`src/rtl/ctrl_pkg.sv`:
```
// Shared types and encodings for the parametrised multicycle MIPS controller.
package ctrl_pkg;

  localparam int unsigned STATE_W = 5;
  localparam int unsigned WAIT_W  = $clog2(8);

  typedef enum logic [STATE_W-1:0] {
    S_FETCH    = 5'd0,
    S_FETCH_WR = 5'd1,
    S_DECODE   = 5'd2,
    S_EXEC_R   = 5'd3,
    S_WB_R     = 5'd4,
    S_EXEC_I   = 5'd5,
    S_WB_I     = 5'd6,
    S_ADDR     = 5'd7,
    S_MEM_RD   = 5'd8,
    S_MEM_WB   = 5'd9,
    S_MEM_WR   = 5'd10,
    S_BRANCH   = 5'd11,
    S_JUMP     = 5'd12,
    S_EXC_SAVE = 5'd13,
    S_EXC_JUMP = 5'd14
  } state_e;

  localparam logic [5:0] OP_RTYPE = 6'b000000;
  localparam logic [5:0] OP_ADDI  = 6'b001000;
  localparam logic [5:0] OP_LW    = 6'b100011;
  localparam logic [5:0] OP_SW    = 6'b101011;
  localparam logic [5:0] OP_BEQ   = 6'b000100;
  localparam logic [5:0] OP_BNE   = 6'b000101;
  localparam logic [5:0] OP_J     = 6'b000010;

  localparam logic [5:0] FN_ADD = 6'b100000;
  localparam logic [5:0] FN_SUB = 6'b100010;
  localparam logic [5:0] FN_AND = 6'b100100;

  localparam logic [2:0] ALU_NONE = 3'b000;
  localparam logic [2:0] ALU_ADD  = 3'b001;
  localparam logic [2:0] ALU_SUB  = 3'b010;
  localparam logic [2:0] ALU_AND  = 3'b011;

  localparam logic [2:0] PCS_ALU    = 3'b000;
  localparam logic [2:0] PCS_ALUOUT = 3'b001;
  localparam logic [2:0] PCS_JUMP   = 3'b010;
  localparam logic [2:0] PCS_EXC    = 3'b011;

  localparam logic [1:0] SRCA_PC = 2'b00;
  localparam logic [1:0] SRCA_A  = 2'b01;

  localparam logic [1:0] SRCB_B    = 2'b00;
  localparam logic [1:0] SRCB_4    = 2'b01;
  localparam logic [1:0] SRCB_IMM  = 2'b10;
  localparam logic [1:0] SRCB_IMM4 = 2'b11;

  localparam logic [1:0] IORD_PC     = 2'b00;
  localparam logic [1:0] IORD_ALUOUT = 2'b01;

  localparam logic [2:0] REGDST_RT = 3'b000;
  localparam logic [2:0] REGDST_RD = 3'b001;

  localparam logic [3:0] DSRC_ALUOUT = 4'b0000;
  localparam logic [3:0] DSRC_MDR    = 4'b0001;

  localparam logic [1:0] CAUSE_NONE = 2'b00;
  localparam logic [1:0] CAUSE_OPC  = 2'b01;
  localparam logic [1:0] CAUSE_OVF  = 2'b10;

  // R-type functs this controller can execute.
  function automatic logic funct_supported(input logic [5:0] f);
    return (f == FN_ADD) || (f == FN_SUB) || (f == FN_AND);
  endfunction

  function automatic logic [2:0] alu_for_funct(input logic [5:0] f);
    case (f)
      FN_SUB:  return ALU_SUB;
      FN_AND:  return ALU_AND;
      default: return ALU_ADD;
    endcase
  endfunction

endpackage

```
`src/rtl/ctrl_wait_counter.sv`:
```
// Wait-state counter: counts cycles spent in the current state; done once the limit is reached.
module ctrl_wait_counter #(
  parameter int unsigned W = 3
) (
  input  logic         clk,
  input  logic         reset,
  input  logic         clr,
  input  logic [W-1:0] limit,
  output logic         done
);

  logic [W-1:0] cnt;

  assign done = (cnt == limit);

  // Cleared whenever the FSM leaves a state so the next state starts from zero.
  always_ff @(posedge clk or posedge reset) begin
    if (reset) begin
      cnt <= '0;
    end else if (clr) begin
      cnt <= '0;
    end else if (!done) begin
      cnt <= cnt + W'(1);
    end
  end

endmodule

```
`src/rtl/controle_multiciclo_param.sv`:
```
// Multicycle MIPS control FSM with configurable memory/decode wait states and EPC exceptions.
module controle_multiciclo_param
  import ctrl_pkg::*;
#(
  parameter int unsigned MEM_WAIT = 2,
  parameter int unsigned DEC_WAIT = 1
) (
  input  logic       clk,
  input  logic       reset,
  input  logic [5:0] OpCode,
  input  logic [5:0] funct,
  input  logic       Zero,
  input  logic       Overflow,
  output logic       PCWrite,
  output logic       MemCtrl,
  output logic       IRWrite,
  output logic       MDRWrite,
  output logic       SEControl,
  output logic       A_Control,
  output logic       B_Control,
  output logic       RegControl,
  output logic       ALUOutControl,
  output logic       EPCWrite,
  output logic [1:0] IorD,
  output logic [1:0] ALUSrcA,
  output logic [1:0] ALUSrcB,
  output logic [2:0] RegDst,
  output logic [2:0] PCSource,
  output logic [2:0] ALUControl,
  output logic [3:0] DataSrc,
  output logic [1:0] ExcCause,
  output logic [4:0] state_dbg
);

  localparam logic [WAIT_W-1:0] MEM_LIM = WAIT_W'(MEM_WAIT);
  localparam logic [WAIT_W-1:0] DEC_LIM = WAIT_W'(DEC_WAIT);

  state_e            state;
  state_e            state_nxt;
  logic              set_cause;
  logic [1:0]        cause_nxt;
  logic [WAIT_W-1:0] wait_limit;
  logic              wait_done;

  assign state_dbg = 5'(state);

  // Only the memory and decode states stretch; every other state is single-cycle.
  always_comb begin
    wait_limit = '0;
    case (state)
      S_FETCH, S_MEM_RD, S_MEM_WR: wait_limit = MEM_LIM;
      S_DECODE:                    wait_limit = DEC_LIM;
      default:                     wait_limit = '0;
    endcase
  end

  ctrl_wait_counter #(.W(WAIT_W)) u_wait (
    .clk   (clk),
    .reset (reset),
    .clr   (state_nxt != state),
    .limit (wait_limit),
    .done  (wait_done)
  );

  always_comb begin
    state_nxt = state;
    set_cause = 1'b0;
    cause_nxt = CAUSE_NONE;
    case (state)
      S_FETCH:    if (wait_done) state_nxt = S_FETCH_WR;
      S_FETCH_WR: state_nxt = S_DECODE;
      S_DECODE: begin
        if (wait_done) begin
          if (OpCode == OP_RTYPE && funct_supported(funct)) begin
            state_nxt = S_EXEC_R;
          end else if (OpCode == OP_ADDI) begin
            state_nxt = S_EXEC_I;
          end else if (OpCode == OP_LW || OpCode == OP_SW) begin
            state_nxt = S_ADDR;
          end else if (OpCode == OP_BEQ || OpCode == OP_BNE) begin
            state_nxt = S_BRANCH;
          end else if (OpCode == OP_J) begin
            state_nxt = S_JUMP;
          end else begin
            state_nxt = S_EXC_SAVE;
            set_cause = 1'b1;
            cause_nxt = CAUSE_OPC;
          end
        end
      end
      S_EXEC_R: begin
        if (Overflow && funct != FN_AND) begin
          state_nxt = S_EXC_SAVE;
          set_cause = 1'b1;
          cause_nxt = CAUSE_OVF;
        end else begin
          state_nxt = S_WB_R;
        end
      end
      S_EXEC_I: begin
        if (Overflow) begin
          state_nxt = S_EXC_SAVE;
          set_cause = 1'b1;
          cause_nxt = CAUSE_OVF;
        end else begin
          state_nxt = S_WB_I;
        end
      end
      S_ADDR:     state_nxt = (OpCode == OP_LW) ? S_MEM_RD : S_MEM_WR;
      S_MEM_RD:   if (wait_done) state_nxt = S_MEM_WB;
      S_MEM_WR:   if (wait_done) state_nxt = S_FETCH;
      S_EXC_SAVE: state_nxt = S_EXC_JUMP;
      S_WB_R, S_WB_I, S_MEM_WB, S_BRANCH, S_JUMP, S_EXC_JUMP:
        state_nxt = S_FETCH;
      default:    state_nxt = S_FETCH;
    endcase
  end

  // Cause is captured on the way into EXC_SAVE and held until the next exception.
  always_ff @(posedge clk or posedge reset) begin
    if (reset) begin
      state    <= S_FETCH;
      ExcCause <= CAUSE_NONE;
    end else begin
      state <= state_nxt;
      if (set_cause) ExcCause <= cause_nxt;
    end
  end

  // Moore decode from the state register; only the branch PCWrite qualifies on Zero.
  always_comb begin
    PCWrite       = 1'b0;
    MemCtrl       = 1'b0;
    IRWrite       = 1'b0;
    MDRWrite      = 1'b0;
    SEControl     = 1'b0;
    A_Control     = 1'b0;
    B_Control     = 1'b0;
    RegControl    = 1'b0;
    ALUOutControl = 1'b0;
    EPCWrite      = 1'b0;
    IorD          = IORD_PC;
    ALUSrcA       = SRCA_PC;
    ALUSrcB       = SRCB_B;
    RegDst        = REGDST_RT;
    PCSource      = PCS_ALU;
    ALUControl    = ALU_NONE;
    DataSrc       = DSRC_ALUOUT;
    case (state)
      S_FETCH_WR: begin
        IRWrite    = 1'b1;
        PCWrite    = 1'b1;
        ALUSrcA    = SRCA_PC;
        ALUSrcB    = SRCB_4;
        ALUControl = ALU_ADD;
      end
      S_DECODE: begin
        SEControl     = 1'b1;
        ALUSrcB       = SRCB_IMM4;
        ALUControl    = ALU_ADD;
        A_Control     = wait_done;
        B_Control     = wait_done;
        ALUOutControl = wait_done;
      end
      S_EXEC_R: begin
        ALUSrcA       = SRCA_A;
        ALUSrcB       = SRCB_B;
        ALUControl    = alu_for_funct(funct);
        ALUOutControl = 1'b1;
      end
      S_WB_R: begin
        RegControl = 1'b1;
        RegDst     = REGDST_RD;
        DataSrc    = DSRC_ALUOUT;
      end
      S_EXEC_I, S_ADDR: begin
        ALUSrcA       = SRCA_A;
        ALUSrcB       = SRCB_IMM;
        ALUControl    = ALU_ADD;
        ALUOutControl = 1'b1;
      end
      S_WB_I: begin
        RegControl = 1'b1;
        RegDst     = REGDST_RT;
      end
      S_MEM_RD: begin
        IorD     = IORD_ALUOUT;
        MDRWrite = wait_done;
      end
      S_MEM_WB: begin
        RegControl = 1'b1;
        RegDst     = REGDST_RT;
        DataSrc    = DSRC_MDR;
      end
      S_MEM_WR: begin
        IorD    = IORD_ALUOUT;
        MemCtrl = 1'b1;
      end
      S_BRANCH: begin
        ALUSrcA    = SRCA_A;
        ALUSrcB    = SRCB_B;
        ALUControl = ALU_SUB;
        PCSource   = PCS_ALUOUT;
        PCWrite    = Zero ^ (OpCode == OP_BNE);
      end
      S_JUMP: begin
        PCSource = PCS_JUMP;
        PCWrite  = 1'b1;
      end
      S_EXC_SAVE: begin
        ALUSrcA    = SRCA_PC;
        ALUSrcB    = SRCB_4;
        ALUControl = ALU_SUB;
        EPCWrite   = 1'b1;
      end
      S_EXC_JUMP: begin
        PCSource = PCS_EXC;
        PCWrite  = 1'b1;
      end
      default: ;
    endcase
  end

endmodule

```
`config.mk`:
```
export PLATFORM = sky130hd
export DESIGN_NAME = controle_multiciclo_param
export DESIGN_NICKNAME = d
export VERILOG_FILES = /design/src/rtl/ctrl_pkg.sv /design/src/rtl/ctrl_wait_counter.sv /design/src/rtl/controle_multiciclo_param.sv
export SDC_FILE = /design/constraint.sdc
export NUM_CORES = 1
export LEC_CHECK = 0
export ABC_AREA = 1
export CORE_ASPECT_RATIO = 1.75
export CORE_UTILIZATION = 38
export CTS_CLUSTER_SIZE = 20
export DETAILED_ROUTE_END_ITERATION = 8
export PLACE_DENSITY = 0.83
export SETUP_SLACK_MARGIN = 0.02
export SYNTH_ARGS = -nofsm -noshare
export SYNTH_HDL_FRONTEND = slang
export SYNTH_HIERARCHICAL = 1
export SYNTH_SLANG_ARGS = --single-unit
```
`constraint.sdc`:
```
create_clock -name clk -period 2.25 [get_ports clk]
set_clock_uncertainty 0.1 [all_clocks]
set_input_delay 0.225 -clock clk [delete_from_list [all_inputs] [get_ports clk]]
set_output_delay 0.225 -clock clk [all_outputs]
set_load 0.05 [all_outputs]
```
==> summary.txt, run 1 <==
Logic synthesis
  • Gate Count Post-Synth: between 200 and 250
  • Synth Warn #: 6
  • Synthesized area: between 1000 and 1500 µm²
  • Yosys cell types: 26
  • Ys flop type: dfrtp_1
  • Sequential-to-total area share from yosys stat: approximately a fifth
  • Avg Inst Size Synth: 5.77 µm²
  • Asr flop ratio synth: 100%
  • EDFF count, synth: 0
  • Register bit count reported by yosys: 10
  • Synth area leaders: dfrtp_1 (21%), nand2_1 (16%), inv_1 (12%), nand3_1 (9.2%), nor2_1 (8.1%)
  • Synth top area share: about a fifth
  • Count leader, synth: nand2_1
  • Most area-hungry cell type in the Yosys netlist: dfrtp_1
  • Synth top cells by count: nand2_1 (50), inv_1 (39), nor2_1 (26), nand3_1 (22), buf_4 (11)

Place
  • Global placement routability congestion: about 0.87
  • IO buf count: between 40 and 50
  • Cell Area, Placed: between 2000 and 2500 µm²
  • Final HPWL DP: 3220 µm

Worst setup path
  • WP data required: 1920 ps
  • RR Startpoint: state_dbg[0]$_DFF_PP0_
  • Flop2flop setup slack: -250 ps
  • Worst r2r dst: u_wait/cnt[0]$_DFFE_PP0P_
  • CP Capture Type: output pin
  • Worst Path Arrival: about 2200 ps
  • Critical Path Start Type: flop
  • WP buf/inv: 6
  • Crit path kind: reg -> out
  • Critical-path maximum fanout: 5
  • CP max stage delay: between 400 and 500 ps
  • Cell count of the worst reg-to-reg path: 19
  • Slowest-stage cell, CP: dfrtp_2
  • Cell Chain, Critical Path: buf_6, nor3_4, or2_4, nand2_2, nand2_2, nand3_4, inv_6, buf_12, nand2_8, buf_4, buf_4, nand3_4, buf_12
  • Top delay family on crit path: buffers and inverters

Die
  • Die Height: 76.3 µm
  • Die X: 44.5 µm
  • Die area: 3400 µm²
  • Initial core utilization: between 40% and 50%
  • Core Area: 2960 µm²
  • IO Count: between 50 and 60
  • # rows: 26

Routing
  • DRC Markers: 0
  • Final wirelength: 4430 µm
  • DRT iter0 DRCs: 35
  • DR WL/cell: ~13 µm
  • Drt via density: about 5
  • Total number of vias: around 1.6k
  • First-pass DRT Iterations: 4
  • Post-route ant nets: 0

Timing
  • Worst-margin pin slew: between 500 and 600 ps
  • Slew headroom: between 60% and 70%
  • Max Freq: about 400 MHz
  • Final period utilization: 112%
  • RSZ-0062 raised after global routing: yes
  • Setup ws final: -267 ps
  • Max-slew violations: 0
  • Fin crit period: between 2000 and 3000 ps
  • Final hold vios: 0
  • Setup violators final: 8
  • Hold slack: roughly 76 ps

Run
  • Max cap viols: 0

Clocking
  • Post-cts hold buffer count: 0
  • Clk_lat worst skew: 240 ps
  • Maximum clock path buffer count: 2
  • CTS H-Tree Depth: 1
  • CTS tree: built
  • Clock Pin Slew Worst Setup and Hold Paths: ~50 ps
  • Root buffer cell: clkbuf_8
  • TritonCTS Buffers: 3
  • # clock sinks: 10

Final layout
  • P&R area growth vs syn: 86.3%
  • Fillers: 217
  • Final instance area: roughly 2200 µm²
  • Share of layout cells above drive strength 1: a little under two fifths
  • N_diodes: 0
  • Fin nets: 309

Min path
  • Hold Path Class: in -> async

Run status
  • Violated checks: negative setup slack
  • Status: finished with violations

Power and ir drop
  • Peak supply drop: 0.000486 V
  • P_leak: roughly 1.2 nW
  • P per Cell Area: ~810 nW/µm²

Global route
  • Vias in the first global route: 1737
  • GRT Total Usage: between 20% and 30%
  • First-pass GRT wire length: approximately 7500 µm
  • Initial antenna violation count: 0
  • Overflow after GRT: 0
  • Largest net degree at the start of global routing: 8
[cells by family (layout without fill, tap and decap cells)]
| logic type | count (synthesis) | in the layout | synth area share, % |
|---|---|---|---|
| AOI/OAI and AO/OA | 10 | 10 | 5.00 |
| xor gates and xnor gates | 2 | 2 | 1.46 |
| adders and majority gates | 1 | 1 | 1.04 |
| other | 1 | 13 | 0.313 |
| DFF | 10 | 10 | 20.9 |
| and+or+nand+nor | 128 | 128 | 50.3 |
| buffers and inverters | 56 | 127 | 21.1 |
[worst register-to-register path, delay by kind of cell (launching register included)]
family	cells	cell delay [ps]
buf+inv	5	470
flops	1	470
simple gates	14	1340
[how the worst max path moves through the flow]
| stage | from | endpoint | depth (start not counted) |
|---|---|---|---|
| global route | state_dbg[0]$_DFF_PP0_ | u_wait/cnt[1]$_DFFE_PP0P_ | 19 |
| finish | state_dbg[0]$_DFF_PP0_ | ALUOutControl | 13 |
| global placement | state_dbg[0]$_DFF_PP0_ | u_wait/cnt[0]$_DFFE_PP0P_ | 18 |
| CTS | state_dbg[0]$_DFF_PP0_ | u_wait/cnt[0]$_DFFE_PP0P_ | 20 |
| floorplan | state_dbg[2]$_DFF_PP0_ | u_wait/cnt[0]$_DFFE_PP0P_ | 20 |
| detailed placement | state_dbg[0]$_DFF_PP0_ | u_wait/cnt[0]$_DFFE_PP0P_ | 20 |
[cell type report]
type	count	area [µm²]	share of cell area, %
well taps	42	52.6	2.35
flip-flops and latches	10	255	11.4
clock buffers	4	55.1	2.46
inverters	45	186	8.34
repair buffers	78	836	37.4
multi-input cells	154	851	38.1
[layer usage]
layer / vias up / wire length, µm / GRT usage (%)
li1: 791 / - / -
met1: 740 / 1450 / 26.4
met2: 66 / 2570 / 55.9
met3: 26 / 127 / 2.84
met4: 0 / 282 / 16.4
met5: - / 0 / 0
[state kept, by name (all words and copies together), names as in the netlist]
signal      flops
state_dbg       5
u_wait/cnt      3
ExcCause        2
[through the flow]
stage | TNS [ps] | worst slack [ps] | util [%] | power, W | instances
final | -1420 | -267 | 75.5 | 0.00182 | 333
after global routing | -2320 | -424 | 75.5 | 0.00192 | 333
after CTS | -1180 | -189 | 73.8 | 0.00176 | 330
after detailed placement | -436 | -149 | 68.6 | 0.00141 | 318
after global placement | -279 | -98.7 | 68.6 | 0.00139 | 318
after floorplan | -3800 | -534 | - | 0.000974 | 220
[layout by cell type, fill, tap and decap left out, types with 10 or more instances in the layout]
cell              n
nand2_1          45
inv_2            11
buf_12           15
nor2_2           10
buf_4            39
inv_1            32
clkdlybuf4s50_1  22
nand3_1          19
conb_1           13
nor2_1           20
[where the power goes]
| part | internal [W] | total (W) | switching, W |
|---|---|---|---|
| clock network | 0.000155 | 0.000235 | 0.0000801 |
| registers | 0.000231 | 0.000293 | 0.0000618 |
| logic | 0.000545 | 0.00129 | 0.000746 |
[what timing repair did]
| item | CTS | global route |
|---|---|---|
| buffers inserted | 8 | 3 |
| gates resized for setup | 7 | 10 |
| pin swaps | 17 | 7 |
| setup endpoints to repair | 7 | 10 |
| endpoints found under the hold margin | 0 | 0 |
Power figures use the tool's default switching activity.
==> inputs of run 2 (changes only) <==
- CAP_MARGIN: unset -> 10
- CORE_ASPECT_RATIO: 1.75 -> unset
- CORE_UTILIZATION: 38 -> 57
- DONT_BUFFER_PORTS: unset -> 1
- PLACE_DENSITY: 0.83 -> 0.82
==> run 2 against run 1 <==
Effect of this change: the flow now stops in 5_1_grt; synthesized area unchanged; synthesized cell count unchanged.
==> summary.txt, run 2 <==
Place
  • Place WS: -225 ps (-75.7 ps)
  • Global placement routability congestion: 0.879 (+0.63%)
  • Final HPWL DP: 2840 µm (-12%)
  • IO buf count: 0 (-100%)

Logic synthesis
  • Gate Count Post-Synth: 208 (unchanged)
  • Synth area leaders: dfrtp_1 (21%), nand2_1 (16%), inv_1 (12%), nand3_1 (9.2%), nor2_1 (8.1%)
  • Most area-hungry cell type in the Yosys netlist: dfrtp_1
  • Register bit count reported by yosys: 10 (unchanged)
  • Synth top area share: 20.9% (unchanged)
  • Yosys cell types: 26 (unchanged)
  • Ys flop type: dfrtp_1
  • Sequential-to-total area share from yosys stat: 20.9% (unchanged)
  • Avg Inst Size Synth: 5.77 µm² (unchanged)
  • Count leader, synth: nand2_1
  • Synth Warn #: 6 (unchanged)
  • Synth top cells by count: nand2_1 (50), inv_1 (39), nor2_1 (26), nand3_1 (22), buf_4 (11)
  • EDFF count, synth: 0 (unchanged)
  • Synthesized area: 1200 µm² (unchanged)
  • Asr flop ratio synth: 100% (unchanged)

Timing
  • GR repair worst EP: u_wait/cnt[1]$_DFFE_PP0P_/D
  • Worst ep type: register data pin

Run status
  • Err: [ERROR DPL-0038] Utilization greater than 100%, impossible to legalize
  • Status: aborted with a tool error
  • Failed at: 5_1_grt

Die
  • IO Count: 52 (unchanged)
  • # rows: 16 (-38%)
  • Die X: 47.9 µm (+7.7%)
  • Die Height: 47.9 µm (-37%)
  • Initial core utilization: 61.2% (+21 points)

Clocking
  • TritonCTS Buffers: 3 (unchanged)
  • CTS H-Tree Depth: 1 (unchanged)
  • Root buffer cell: clkbuf_4
  • # clock sinks: 10 (unchanged)
  • Maximum clock path buffer count: 2 (unchanged)

Global route
  • Largest net degree at the start of global routing: 8
[run 2: metrics by stage]
step | util [%] | instances | setup TNS (ps) | instance area, µm² | hold slack, ps
CTS | 92.1 | 289 | -450 | 1810 | 163
detailed placement | 84.6 | 277 | -679 | 1660 | -101
global placement | 84.6 | 277 | -337 | 1660 | -108
floorplan | - | 220 | -3800 | 1330 | -121
[run 2: cells by family after synthesis]
family	Yosys count	synth area share, %
xor gates and xnor gates	2	1.46
DFF	10	20.9
AOI/OAI and AO/OA	10	5.00
adders and majority gates	1	1.04
and+or+nand+nor	128	50.3
buffers and inverters	56	21.1
other	1	0.313
[run 2: repair_timing]
item                       in CTS
buffers inserted                7
hold endpoints to repair       10
pin swaps                       5
setup endpoints to repair       9
resized for setup              16
hold buffers                    1
==> inputs of run 3 (changes only) <==
- CORE_AREA: unset -> 2 2 63 65
- CORE_UTILIZATION: 57 -> unset
- CTS_CLUSTER_SIZE: 20 -> unset
- DIE_AREA: unset -> 0 0 65 67
- PLACE_DENSITY: 0.82 -> unset
- PLACE_DENSITY_LB_ADDON: unset -> 0.15
- SETUP_SLACK_MARGIN: 0.02 -> unset
- clock period: 2.25 -> 2.9 ns (I/O delays scaled with it)
==> run 3 against run 2 <==
Effect of this change: the flow now finishes without violations.
==> summary.txt, run 3 (synthesized netlist as in run 1, its figures left out) <==
Run
  • Max cap viols: 0

Global route
  • Global Route met2 Usage: between 20% and 30%
  • First-pass GRT wire length: approximately 5300 µm
  • Global route hottest layer: met2
  • GRT Total Usage: about 16%
  • Largest net degree at the start of global routing: 9
  • M3 GR Usage: ~3.9%
  • Overflow after GRT: 0
  • Initial antenna violation count: 0
  • Vias in the first global route: between 1k and 1.5k
  • Grt met1 use: around 20%

Routing
  • Drt via density: roughly 4.6
  • Total number of vias: approximately 1.3k
  • First-pass DRT Iterations: 4
  • DR WL/cell: 11.4 µm
  • DRC Markers: 0
  • Post-route ant nets: 0
  • DRT iter0 DRCs: 47
  • Final wirelength: about 3200 µm

Timing
  • Worst-margin pin slew: ~620 ps
  • Slew headroom: about three fifths
  • Setup tns final: 0 ps
  • Final hold vios: 0
  • RSZ-0062 raised after global routing: no
  • Setup violators final: 0
  • Hold slack: about 280 ps
  • Max-slew violations: 0
  • Fin crit period: roughly 2600 ps
  • Max Freq: about 400 MHz
  • Final period utilization: between 80 and 90%

Worst setup path
  • Worst Path Arrival: ~2600 ps
  • Slowest-stage cell, CP: dfrtp_2
  • CP Capture Type: flop
  • Cell count of the worst reg-to-reg path: 20
  • Critical Path Start Type: flop
  • Flop2flop setup slack: between 300 and 400 ps
  • Cell mode on critical path: nand2_1
  • CP max stage delay: 450 ps
  • Critical-path maximum fanout: 6
  • RR Startpoint: state_dbg[3]$_DFF_PP0_
  • WP data required: approximately 3000 ps
  • Crit path kind: reg -> reg
  • Worst r2r dst: u_wait/cnt[1]$_DFFE_PP0P_
  • Cell Chain, Critical Path: nor2_2, nand2_2, nor2_2, or2_4, nand2_1, nand2_2, nand3_2, inv_4, inv_1, nand3_1, nand4_1, nor2_2, buf_4, nand3_1, nand2_1, nor2_1, nand2_1, inv_2, nand4_1, nand2_1

Die
  • IO Count: 52 (unchanged)
  • # rows: 22 (+6)
  • Die area: 4360 µm²
  • Core Area: about 3600 µm²
  • Die X: 65 µm (+36%)
  • Die Height: 67 µm (+40%)
  • Initial core utilization: 33.3% (-28 points)

Power and ir drop
  • Peak supply drop: 0.000372 V
  • P_leak: between 0.8 and 0.9 nW
  • P per Cell Area: 668 nW/µm²

Final layout
  • Most common cell after layout, fill and taps aside: nand2_1
  • Fillers: 391
  • Max reg flops: 5
  • Layout Utilization: 42.1%
  • N_diodes: 0
  • Share of layout cells above drive strength 1: roughly 25%
  • Most frequent cells in the layout: nand2_1 (49), inv_1 (36), nor2_1 (23)
  • Multi-input combinational cell area: approximately 780 µm²
  • FF+latch area: 254 µm²
  • P&R area growth vs syn: 26.6%
  • Fin nets: around 250

Clocking
  • # clock sinks: 10 (unchanged)
  • Root buffer cell: clkbuf_8
  • Clock Pin Slew Worst Setup and Hold Paths: roughly 50 ps
  • Maximum clock path buffer count: 2 (unchanged)
  • TritonCTS Buffers: 3 (unchanged)
  • CTS tree: built
  • Clk_lat worst skew: about 230 ps
  • CTS H-Tree Depth: 1 (unchanged)

Min path
  • Hold Path Class: in -> reg
  • Hold EP: state_dbg[0]$_DFF_PP0_
  • Hold Path Depth: 3
  • Hold_sp: OpCode[0]

Run status
  • Status: complete, no violations

Place
  • Final HPWL DP: 2660 µm (-6.6%)
  • IO buf count: 0 (unchanged)
  • Global placement routability congestion: 0.805 (-8.4%)
## run 3: stage by stage
stage / worst slack [ps] / power, W / std cells / cell area [µm²]
5_1_grt: 1.71 / 0.00109 / 281 / 1520
2_1_floorplan: 15.5 / 0.000713 / 220 / 1280
4_1_cts: 121 / 0.000991 / 278 / 1480
3_3_place_gp: 186 / 0.000810 / 273 / 1410
3_5_place_dp: 174 / 0.000807 / 273 / 1410
6_report: 329 / 0.00101 / 281 / 1520
## run 3: area by class of cell
| class | count | area share [%] |
|---|---|---|
| multi-input combinational | 154 | 51.4 |
| sequential | 10 | 16.7 |
| timing repair buffer | 20 | 12.2 |
| inverter | 45 | 12.1 |
| tap | 48 | 3.95 |
| clock buffer | 4 | 3.62 |
## run 3: what timing repair did
action / CTS / global route
hold buffers: 1 / 0
setup buffers: 0 / 3
gates resized for setup: 0 / 9
hold endpoints to repair: 10 / 0
setup endpoints to repair: 0 / 3
## run 3: metal layers
layer / part of all wire (%) / vias up / routed length (µm)
met5: 0 / - / 0
met4: 0.34 / 0 / 11
met3: 7.9 / 2 / 251
met2: 43 / 40 / 1370
met1: 49 / 562 / 1560
li1: - / 677 / -
## run 3: worst max-delay path, delay by kind of cell (launching register included)
| family | cells | cell delay, ps |
|---|---|---|
| buffers and inverters | 4 | 360 |
| flip-flops | 1 | 450 |
| AND/OR/NAND/NOR | 16 | 1550 |
## run 3: power by group
part           leakage [nW]  internal [W]  switching, W  total [W]
Combinational         0.740      0.000155      0.000424   0.000578
Clock                0.0288      0.000119     0.0000546   0.000174
Sequential            0.128      0.000178     0.0000842   0.000262
## run 3: worst max-delay path by stage
stage                      startpoint                   endpoint  slack, ps  cells past startpoint
6_report       state_dbg[3]$_DFF_PP0_  u_wait/cnt[1]$_DFFE_PP0P_        330                     20
5_1_grt        state_dbg[3]$_DFF_PP0_  u_wait/cnt[0]$_DFFE_PP0P_          2                     20
4_1_cts        state_dbg[4]$_DFF_PP0_  u_wait/cnt[1]$_DFFE_PP0P_        120                     21
3_5_place_dp   state_dbg[4]$_DFF_PP0_  u_wait/cnt[1]$_DFFE_PP0P_        170                     21
3_3_place_gp   state_dbg[4]$_DFF_PP0_  u_wait/cnt[1]$_DFFE_PP0P_        190                     21
2_1_floorplan  state_dbg[2]$_DFF_PP0_  u_wait/cnt[0]$_DFFE_PP0P_         20                     20
